[src/rtl/maxmin_pkg.sv]
// rtl/maxmin_pkg.sv - shared states and default sizes for the max/min window scanner
package maxmin_pkg;

    localparam int DEF_DW    = 8;
    localparam int DEF_DEPTH = 256;

    typedef enum logic [1:0] {
        S_IDLE,
        S_SCAN,
        S_DRAIN,
        S_DONE
    } state_t;

endpackage

[src/rtl/maxmin_cmp_unit.sv]
// rtl/maxmin_cmp_unit.sv - per-word running max/min with first-occurrence index tracking
module maxmin_cmp_unit
    import maxmin_pkg::*;
#(
    parameter int DW = DEF_DW,
    parameter int AW = $clog2(DEF_DEPTH)
) (
    input  logic          clk,
    input  logic          rst_n,
    input  logic          clr,
    input  logic          vld,
    input  logic          first,
    input  logic          signed_md,
    input  logic [DW-1:0] data,
    input  logic [AW-1:0] addr,
    output logic [DW-1:0] max_val,
    output logic [DW-1:0] min_val,
    output logic [AW-1:0] max_idx,
    output logic [AW-1:0] min_idx
);

    logic [DW-1:0] max_q, max_d, min_q, min_d;
    logic [AW-1:0] max_idx_q, max_idx_d, min_idx_q, min_idx_d;
    logic [DW:0]   ext_data, ext_max, ext_min;
    logic          gt, lt;

    // One extra bit lets a single signed compare cover both modes.
    always_comb begin
        ext_data = {signed_md & data[DW-1], data};
        ext_max  = {signed_md & max_q[DW-1], max_q};
        ext_min  = {signed_md & min_q[DW-1], min_q};
        gt       = $signed(ext_data) > $signed(ext_max);
        lt       = $signed(ext_data) < $signed(ext_min);
    end

    always_comb begin
        max_d     = max_q;
        min_d     = min_q;
        max_idx_d = max_idx_q;
        min_idx_d = min_idx_q;
        if (clr) begin
            max_d     = '0;
            min_d     = '0;
            max_idx_d = '0;
            min_idx_d = '0;
        end else if (vld) begin
            if (first || gt) begin
                max_d     = data;
                max_idx_d = addr;
            end
            if (first || lt) begin
                min_d     = data;
                min_idx_d = addr;
            end
        end
    end

    always_ff @(posedge clk or negedge rst_n) begin
        if (!rst_n) begin
            max_q     <= '0;
            min_q     <= '0;
            max_idx_q <= '0;
            min_idx_q <= '0;
        end else begin
            max_q     <= max_d;
            min_q     <= min_d;
            max_idx_q <= max_idx_d;
            min_idx_q <= min_idx_d;
        end
    end

    assign max_val = max_q;
    assign min_val = min_q;
    assign max_idx = max_idx_q;
    assign min_idx = min_idx_q;

endmodule

[src/rtl/maxmin_scan_param.sv]
// rtl/maxmin_scan_param.sv - window scan controller: FSM, address counter, read-valid pipe
module maxmin_scan_param
    import maxmin_pkg::*;
#(
    parameter  int DW    = DEF_DW,
    parameter  int DEPTH = DEF_DEPTH,
    localparam int AW    = $clog2(DEPTH)
) (
    input  logic          Clk,
    input  logic          Rst,
    input  logic          go,
    input  logic [AW-1:0] base,
    input  logic [AW:0]   len,
    input  logic          signed_md,
    output logic          R_en,
    output logic [AW-1:0] R_Addr,
    input  logic [DW-1:0] R_Data,
    output logic [DW-1:0] max_val,
    output logic [DW-1:0] min_val,
    output logic [AW-1:0] max_idx,
    output logic [AW-1:0] min_idx,
    output logic [DW:0]   max_diff,
    output logic          busy,
    output logic          done,
    output logic          empty
);

    localparam logic [AW:0] DEPTH_L = (AW+1)'(DEPTH);

    state_t        state_q, state_d;
    logic [AW-1:0] base_q, base_d;
    logic [AW:0]   len_q, len_d;
    logic [AW:0]   i_q, i_d;
    logic          sgn_q, sgn_d;
    logic          empty_q, empty_d;
    logic          busy_q, busy_d;
    logic          done_q, done_d;
    logic [DW:0]   diff_q, diff_d;
    logic          rd_vld_q, rd_vld_d;
    logic          rd_first_q, rd_first_d;
    logic [AW-1:0] rd_addr_q, rd_addr_d;
    logic [AW:0]   len_cl;
    logic          clr;

    assign len_cl = (len > DEPTH_L) ? DEPTH_L : len;
    assign R_en   = (state_q == S_SCAN);
    assign R_Addr = R_en ? (base_q + i_q[AW-1:0]) : '0;

    always_comb begin
        state_d  = state_q;
        base_d   = base_q;
        len_d    = len_q;
        i_d      = i_q;
        sgn_d    = sgn_q;
        empty_d  = empty_q;
        diff_d   = diff_q;
        clr      = 1'b0;
        case (state_q)
            S_IDLE, S_DONE: begin
                if (go) begin
                    base_d = base;
                    len_d  = len_cl;
                    sgn_d  = signed_md;
                    i_d    = '0;
                    if (len_cl == '0) begin
                        state_d = S_DONE;
                        empty_d = 1'b1;
                        diff_d  = '0;
                        clr     = 1'b1;
                    end else begin
                        state_d = S_SCAN;
                        empty_d = 1'b0;
                    end
                end
            end
            S_SCAN: begin
                i_d = i_q + 1'b1;
                if (i_q == len_q - 1'b1) state_d = S_DRAIN;
            end
            S_DRAIN: begin
                // Wait out the last compare so the difference sees final max/min.
                if (!rd_vld_q) begin
                    state_d = S_DONE;
                    diff_d  = {sgn_q & max_val[DW-1], max_val} - {sgn_q & min_val[DW-1], min_val};
                end
            end
            default: state_d = S_IDLE;
        endcase
        busy_d     = (state_d == S_SCAN) || (state_d == S_DRAIN);
        done_d     = (state_d == S_DONE);
        rd_vld_d   = R_en;
        rd_first_d = R_en && (i_q == '0);
        rd_addr_d  = R_Addr;
    end

    always_ff @(posedge Clk or negedge Rst) begin
        if (!Rst) begin
            state_q    <= S_IDLE;
            base_q     <= '0;
            len_q      <= '0;
            i_q        <= '0;
            sgn_q      <= 1'b0;
            empty_q    <= 1'b0;
            busy_q     <= 1'b0;
            done_q     <= 1'b0;
            diff_q     <= '0;
            rd_vld_q   <= 1'b0;
            rd_first_q <= 1'b0;
            rd_addr_q  <= '0;
        end else begin
            state_q    <= state_d;
            base_q     <= base_d;
            len_q      <= len_d;
            i_q        <= i_d;
            sgn_q      <= sgn_d;
            empty_q    <= empty_d;
            busy_q     <= busy_d;
            done_q     <= done_d;
            diff_q     <= diff_d;
            rd_vld_q   <= rd_vld_d;
            rd_first_q <= rd_first_d;
            rd_addr_q  <= rd_addr_d;
        end
    end

    maxmin_cmp_unit #(
        .DW (DW),
        .AW (AW)
    ) u_cmp (
        .clk       (Clk),
        .rst_n     (Rst),
        .clr       (clr),
        .vld       (rd_vld_q),
        .first     (rd_first_q),
        .signed_md (sgn_q),
        .data      (R_Data),
        .addr      (rd_addr_q),
        .max_val   (max_val),
        .min_val   (min_val),
        .max_idx   (max_idx),
        .min_idx   (min_idx)
    );

    assign max_diff = diff_q;
    assign busy     = busy_q;
    assign done     = done_q;
    assign empty    = empty_q;

endmodule

[config.mk]
export PLATFORM = sky130hd
export DESIGN_NAME = maxmin_scan_param
export DESIGN_NICKNAME = d
export VERILOG_FILES = /design/src/rtl/maxmin_pkg.sv /design/src/rtl/maxmin_cmp_unit.sv /design/src/rtl/maxmin_scan_param.sv
export SDC_FILE = /design/constraint.sdc
export NUM_CORES = 1
export LEC_CHECK = 0
export CAP_MARGIN = 20
export CELL_PAD_IN_SITES_DETAIL_PLACEMENT = 1
export CELL_PAD_IN_SITES_GLOBAL_PLACEMENT = 2
export CORE_MARGIN = 1
export CORE_UTILIZATION = 34
export DETAILED_ROUTE_END_ITERATION = 16
export MAX_ROUTING_LAYER = met4
export PLACE_DENSITY = 0.8
export SETUP_SLACK_MARGIN = 0.1
export SYNTH_ARGS = -nofsm -noshare
export SYNTH_HDL_FRONTEND = slang
export SYNTH_HIERARCHICAL = 1
export SYNTH_SLANG_ARGS = --single-unit
[constraint.sdc]
create_clock -name Clk -period 3 [get_ports Clk]
set_input_delay 0.6 -clock Clk [delete_from_list [all_inputs] [get_ports Clk]]
set_output_delay 0.6 -clock Clk [all_outputs]
set_load 0.02 [all_outputs]
After elaboration in Yosys (flattened, before gate mapping):

Index checks and enable logic that the tools add are counted.

* register bits after elaboration: 83
* latch bits: 0
* memory bits (writable): 0
* memory bits (read-only): 0
* bits of input ports: 29
* output and inout bits: 53
* word-level logic and storage cells: 82
* memories: 0

* add/subtract/negate cells: 4
* multipliers: 0
* div/mod/pow operators: 0
* order comparisons: 3
* eq/ne operators: 10
* shift operators: 0
* multiplexer cells: 28
* bitwise operators: 3
* reduce and logical (&&, ||, !) cells: 18

Operators with widths (number)
* $mux W8: 13
* $mux W9: 5
* $pmux W9 S2: 2
* $logic_not A9 Y1: 2
* $reduce_bool A2 Y1: 5
* $add A9 B1 Y9 const B: 1
* $eq A9 B9 Y1: 1
* $gt A9 B9 Y1: 1
* $gt A9 B9 Y1 const B: 1
* $lt A9 B9 Y1: 1
* $sub A9 B1 Y9 const B: 1
* $sub A9 B9 Y9: 1
* $add A8 B8 Y8: 1
* $eq A2 B2 Y1 const B: 4
* $mux W2: 4
* $reduce_and A2 Y1: 4
* $ne A2 B2 Y1 const B: 3
* $pmux W2 S3: 1
* $eq A2 B1 Y1 const B: 2
* $reduce_and A4 Y1: 1
* $and A1 B1 Y1: 3
* $logic_or A1 B1 Y1: 3
* $mux W1: 3
* $logic_not A2 Y1: 1
* 2 further kinds: 2

Longest topological paths before layout:

* depth after elaboration: 8
* depth in mapped cells: 11
* mapped depth without buffers: 10

Cells and area by module:

Netlist, hierarchy kept.

By module, submodules not included
* maxmin_scan_param: times used 1, cells each 306, area each 3001.6 um^2, sequential area each 1276.2 um^2
* maxmin_cmp_unit: times used 1, cells each 136, area each 1622.8 um^2, sequential area each 800.8 um^2

Worst setup path after synthesis:

Ideal clock, no wire load.

* path type: register -> output
* start point: register i_q[0]
* end point: output R_Addr[6]
* arrival: 1.993 ns
* required time: 2.400 ns
* setup slack: 0.407 ns
* stages on the path, launching flop included: 9
* path buffers: 0
* cell sequence: dfrtp_1 -> ha_1 -> fa_1 -> a21o_1 -> a21oi_1 -> o21bai_1 -> a21oi_1 -> xor2_1 -> nor2_1

* word-level cells in the longest chain between the ends: 2

Ends and longest elaborated chain
* start: declaration: RTL line maxmin_scan_param.sv:33 `logic [AW:0] i_q, i_d;`
* start signal: assignment: RTL line maxmin_scan_param.sv:114 `i_q <= i_d;`
* $add A8 B8 Y8: RTL line maxmin_scan_param.sv:47 `assign R_Addr = R_en ? (base_q + i_q[AW-1:0]) : '0;`
* $mux W8: RTL line maxmin_scan_param.sv:47
* end: declaration: RTL line maxmin_scan_param.sv:16 `output logic [AW-1:0] R_Addr,`

No other way between the ends.

Final worst setup path:

* start point: register i_q[1]
* end point: output R_Addr[7]

The elaborated chain is that of the path after synthesis.

==> qor.txt <==
SYNTHESIS
----------------------------------------------------------------------------------------
EDFF count, synth                                                                      0
Number of different library cells in the post-synthesis netlist                       59
Synthesized area per cell                                                    10.46 sq um
Post-synth top flop                                                         sky130_fd_sc_hd__dfrtp_1
Gate Count Post-Synth                                                                442
Mapped cell area                                                            0.004624 sq mm
Register bit count reported by yosys                                                  83
Sequential share of the synthesized area                                          44.91%
Net count after synthesis                                                            509
Number of synthesis warnings                                                           6
Share of synthesized registers carrying an async set or reset                     100.0%

FLOORPLANNING
----------------------------------------------------------------------------------------
Initial Util                                                                      34.92%
# IOs                                                                                 82
Die X-Extent                                                                118.6 microns
Core Region                                                                 0.01324 sq mm
Floorplan row count                                                                   42
DIE HEIGHT                                                                  118.6 microns
DIE AREA                                                                    0.01407 sq mm

CELLS AND AREA
----------------------------------------------------------------------------------------
Post-route insts no fill                                                             723
Multi-input gate area in the final layout                                   0.002354 sq mm
Most common library cell in the layout ignoring fill and taps               sky130_fd_sc_hd__dfrtp_1
Number of diodes                                                                       0
Count of filler cells inserted in the layout                                       1,496
Register area                                                               0.002077 sq mm
Nets                                                                                 611
P&R area growth vs syn                                                            31.74%
Most frequent cells in the layout                                           sky130_fd_sc_hd__dfrtp_1 (83), sky130_fd_sc_hd__clkdlybuf4s50_1 (74), sky130_fd_sc_hd__a22o_1 (36)
Fraction of final layout cells with drive strength greater than 1                 12.98%
Final instance area                                                         0.006092 sq mm

CLOCK NETWORK
----------------------------------------------------------------------------------------
CTS tree                                                                             yes
Root Buffer                                                                 sky130_fd_sc_hd__clkbuf_16
H-tree levels                                                                          3
Number of buffers created by CTS                                                       9
CTS clk-pin slew, worst paths                                                    0.06 ns
Total of hold buffers inserted after clock tree synthesis                              0
TritonCTS Sinks                                                                       83
Buffer depth of the longest clock path                                                 2
Clock latency reported for the late side of the worst-skew pair                  0.35 ns

TIMING
----------------------------------------------------------------------------------------
Max Slew Vio Count                                                                     0
Total of endpoints with negative setup slack in the final report                       0
Max frequency                                                                  346.2 MHz
Worst hold slack                                                               0.2543 ns
Tmin final                                                                      2.888 ns
Count of final hold-check violations                                                   0
Unrepaired setup endpoints after global routing                                     true
Tightest Pin Transition                                                        0.7972 ns
Clock Skew                                                                   0.006403 ns
Tightest slew margin relative to the limit                                        46.62%
Portion of the clock cycle consumed by the worst path in the final layout         96.28%
Setup TNS                                                                           0 ns

PWR
----------------------------------------------------------------------------------------
Highest ir drop seen on vdd                                                  0.0004422 V
LEAKAGE                                                                      0.002798 uW
Total power                                                                      4788 uW
Power Density                                                               785.9 mW/mm^2

GLOBAL ROUTE
----------------------------------------------------------------------------------------
Total grt overflow                                                                     0
Global router's overall resource usage                                            19.45%
Largest net degree at the start of global routing                                     44
Initial antenna violation count                                                        0
Wire length of the first global-routing pass                                20,310 microns
Via count of the first global-routing pass                                         3,880

PLACEMENT
----------------------------------------------------------------------------------------
Gp weighted congestion                                                            0.7939
Half-perimeter wire length after detailed placement                         9234 microns
Buffers added on ports                                                                81
Post-Place Cell Area                                                        0.005758 sq mm
# placed instances                                                                   706

CRITICAL PATH
----------------------------------------------------------------------------------------
Worst path bufs/invs                                                                   1
Max Fanout on Critical Path                                                            2
Critical-path top delay cell                                                sky130_fd_sc_hd__dfrtp_1
R2R Setup Slk                                                                    0.38 ns
Critical path's most frequent cell                                          sky130_fd_sc_hd__a21o_1
CP Class                                                                         reg2out
Worst setup path start                                                            i_q[1]
Crit path arrival time                                                           2.29 ns
Delay of the slowest cell on the worst path                                      0.38 ns
Cell family with the largest share of critical-path delay                   compound AO/OA/AOI/OAI gates
Reg2Reg Launch Point                                                            len_q[2]
Critical Path Stages                                                                   8
Critical path capture point                                                    R_Addr[7]
Endpoint required time on the critical path                                      2.40 ns
Cell breakdown of the critical path                                         ha_1 > a21o_1 > a21o_1 > a311oi_2 > a21oi_2 > xnor2_1 > nor2_2 > buf_6
Worst setup EP type                                                         primary output
Cell count of the worst reg-to-reg path                                                7
Capture point of the worst reg-to-reg path                                          busy
Sort of element at the start of the critical path                              flip-flop

ROUTING
----------------------------------------------------------------------------------------
Final routed wire length divided by cell count                              16.94 microns
Uppermost routed layer                                                              met4
Vias                                                                               3,753
Number of violations reported at the end of detailed-routing iteration 0             147
M1 wire length                                                              5223 microns
Total Routed Length                                                         12,250 microns
Total length of routed met2 wires                                           6424 microns
Antenna-violating nets left                                                            0
First-pass DRT Iterations                                                              4
Count of unresolved DRC violations after routing                                       0
Via/cell ratio                                                                     5.191
Met3 routed WL                                                               380 microns

RUN
----------------------------------------------------------------------------------------
Max-cap check violation count                                                          0

WORST HOLD PATH
----------------------------------------------------------------------------------------
Min-delay worst type                                                            in2async

OUTCOME
----------------------------------------------------------------------------------------
Status                                                                      finished, final reports clean

==> through the flow <==
stage	util, %	setup WS, ns
2_1_floorplan	-	0.4069
3_3_place_gp	43.48	-0.1272
3_5_place_dp	43.48	-0.1971
4_1_cts	45.97	0.03698
5_1_grt	46.00	-0.02303
6_report	46.00	0.1116
==> area by class of cell <==
class	instances	area share [%]
tap	176	3.615
inverter	36	2.218
timing repair buffer	107	16.49
sequential	83	34.09
clock buffer	12	4.375
multi-input combinational	307	38.63
clock inverter	2	0.5751
==> kinds of logic after synthesis <==
| logic type | share of synthesized area [%] |
|---|---|
| AOI/OAI and AO/OA | 19.45 |
| xor gates and xnor gates | 4.924 |
| adders and majority gates | 10.61 |
| buffers and inverters | 4.654 |
| DFF | 44.91 |
| muxes | 2.895 |
| and+or+nand+nor | 12.55 |
==> power by group <==
| part | internal [uW] | leakage [uW] | total, uW | switching, uW |
|---|---|---|---|---|
| clock | 702 | 0.000151 | 1140 | 439 |
| sequential | 1300 | 0.00106 | 1490 | 196 |
| combinational | 1040 | 0.00159 | 2150 | 1120 |
==> how the worst min path moves through the flow <==
stage / endpoint / slack (ns) / start
2_1_floorplan: base_q[0] / 0.30 / Rst
3_3_place_gp: u_cmp/min_idx[1] / 0.48 / rd_addr_q[1]
3_5_place_dp: u_cmp/min_idx[0] / 0.49 / rd_addr_q[0]
4_1_cts: u_cmp/min_idx[4] / 0.27 / Rst
5_1_grt: u_cmp/max_idx[6] / 0.30 / Rst
6_report: u_cmp/min_idx[4] / 0.25 / Rst
==> Yosys cell counts, types with 2 or more instances <==
cell / n / area [sq um]
sky130_fd_sc_hd__nor2b_1: 5 / 31.28
sky130_fd_sc_hd__clkbuf_1: 10 / 37.54
sky130_fd_sc_hd__and2_1: 3 / 18.77
sky130_fd_sc_hd__a32o_1: 5 / 50.05
sky130_fd_sc_hd__a22o_1: 36 / 315.3
sky130_fd_sc_hd__buf_2: 4 / 20.02
sky130_fd_sc_hd__ha_1: 36 / 450.4
sky130_fd_sc_hd__a21o_1: 10 / 75.07
sky130_fd_sc_hd__xor2_1: 12 / 105.1
sky130_fd_sc_hd__nor4b_1: 2 / 17.52
sky130_fd_sc_hd__xnor2_1: 14 / 122.6
sky130_fd_sc_hd__nand3_1: 9 / 45.04
sky130_fd_sc_hd__o21a_1: 6 / 45.04
sky130_fd_sc_hd__nand2_1: 22 / 82.58
sky130_fd_sc_hd__nand4_1: 4 / 25.02
sky130_fd_sc_hd__mux2_2: 11 / 123.9
sky130_fd_sc_hd__nor2_1: 29 / 108.9
sky130_fd_sc_hd__or3_1: 3 / 18.77
sky130_fd_sc_hd__and3_1: 3 / 18.77
sky130_fd_sc_hd__a21boi_1: 2 / 15.01
sky130_fd_sc_hd__inv_1: 35 / 131.4
sky130_fd_sc_hd__a21oi_1: 12 / 60.06
sky130_fd_sc_hd__nor3b_1: 2 / 15.01
sky130_fd_sc_hd__a211oi_1: 2 / 15.01
sky130_fd_sc_hd__o21ai_0: 25 / 125.1
sky130_fd_sc_hd__dfrtp_1: 83 / 2077
sky130_fd_sc_hd__o21bai_1: 2 / 15.01
sky130_fd_sc_hd__a31oi_1: 2 / 12.51
sky130_fd_sc_hd__fa_1: 2 / 40.04
sky130_fd_sc_hd__nand2b_1: 11 / 68.82
sky130_fd_sc_hd__nor4_1: 3 / 18.77
sky130_fd_sc_hd__or4_1: 2 / 15.01
sky130_fd_sc_hd__o211ai_1: 4 / 30.03
sky130_fd_sc_hd__nor3_1: 6 / 30.03
==> worst register-to-register path: cells and delay by family (launching register included) <==
family          cells  cell delay [ns]
fa+ha+maj           1             0.28
flops               1             0.46
mux                 1             0.37
compound gates      3             0.67
simple gates        2             0.73
==> flip-flops by register name, summed over array words and instances (netlist names) <==
| signal | cells |
|---|---|
| rd_vld_q | 1 |
| u_cmp/min_val | 8 |
| u_cmp/max_idx | 8 |
| sgn_q | 1 |
| len_q | 9 |
| base_q | 8 |
| rd_addr_q | 8 |
| max_diff | 9 |
| busy | 1 |
| u_cmp/max_val | 8 |
| rd_first_q | 1 |
| empty | 1 |
| u_cmp/min_idx | 8 |
| state_q | 2 |
| done | 1 |
| i_q | 9 |
==> layer usage <==
layer | track usage [%] | vias up
li1 | - | 1784
met1 | 21.67 | 1883
met2 | 34.25 | 68
met3 | 4.295 | 18
met4 | 6.566 | 0
met5 | - | -
==> timing repair <==
| action | in CTS | in global routing |
|---|---|---|
| gates resized for setup | 26 | 3 |
| setup buffers | 3 | 1 |
| pin swaps | 5 | 4 |
| endpoints found under the setup margin | 6 | 5 |
Note: power is estimated with default switching activity, not from simulation.
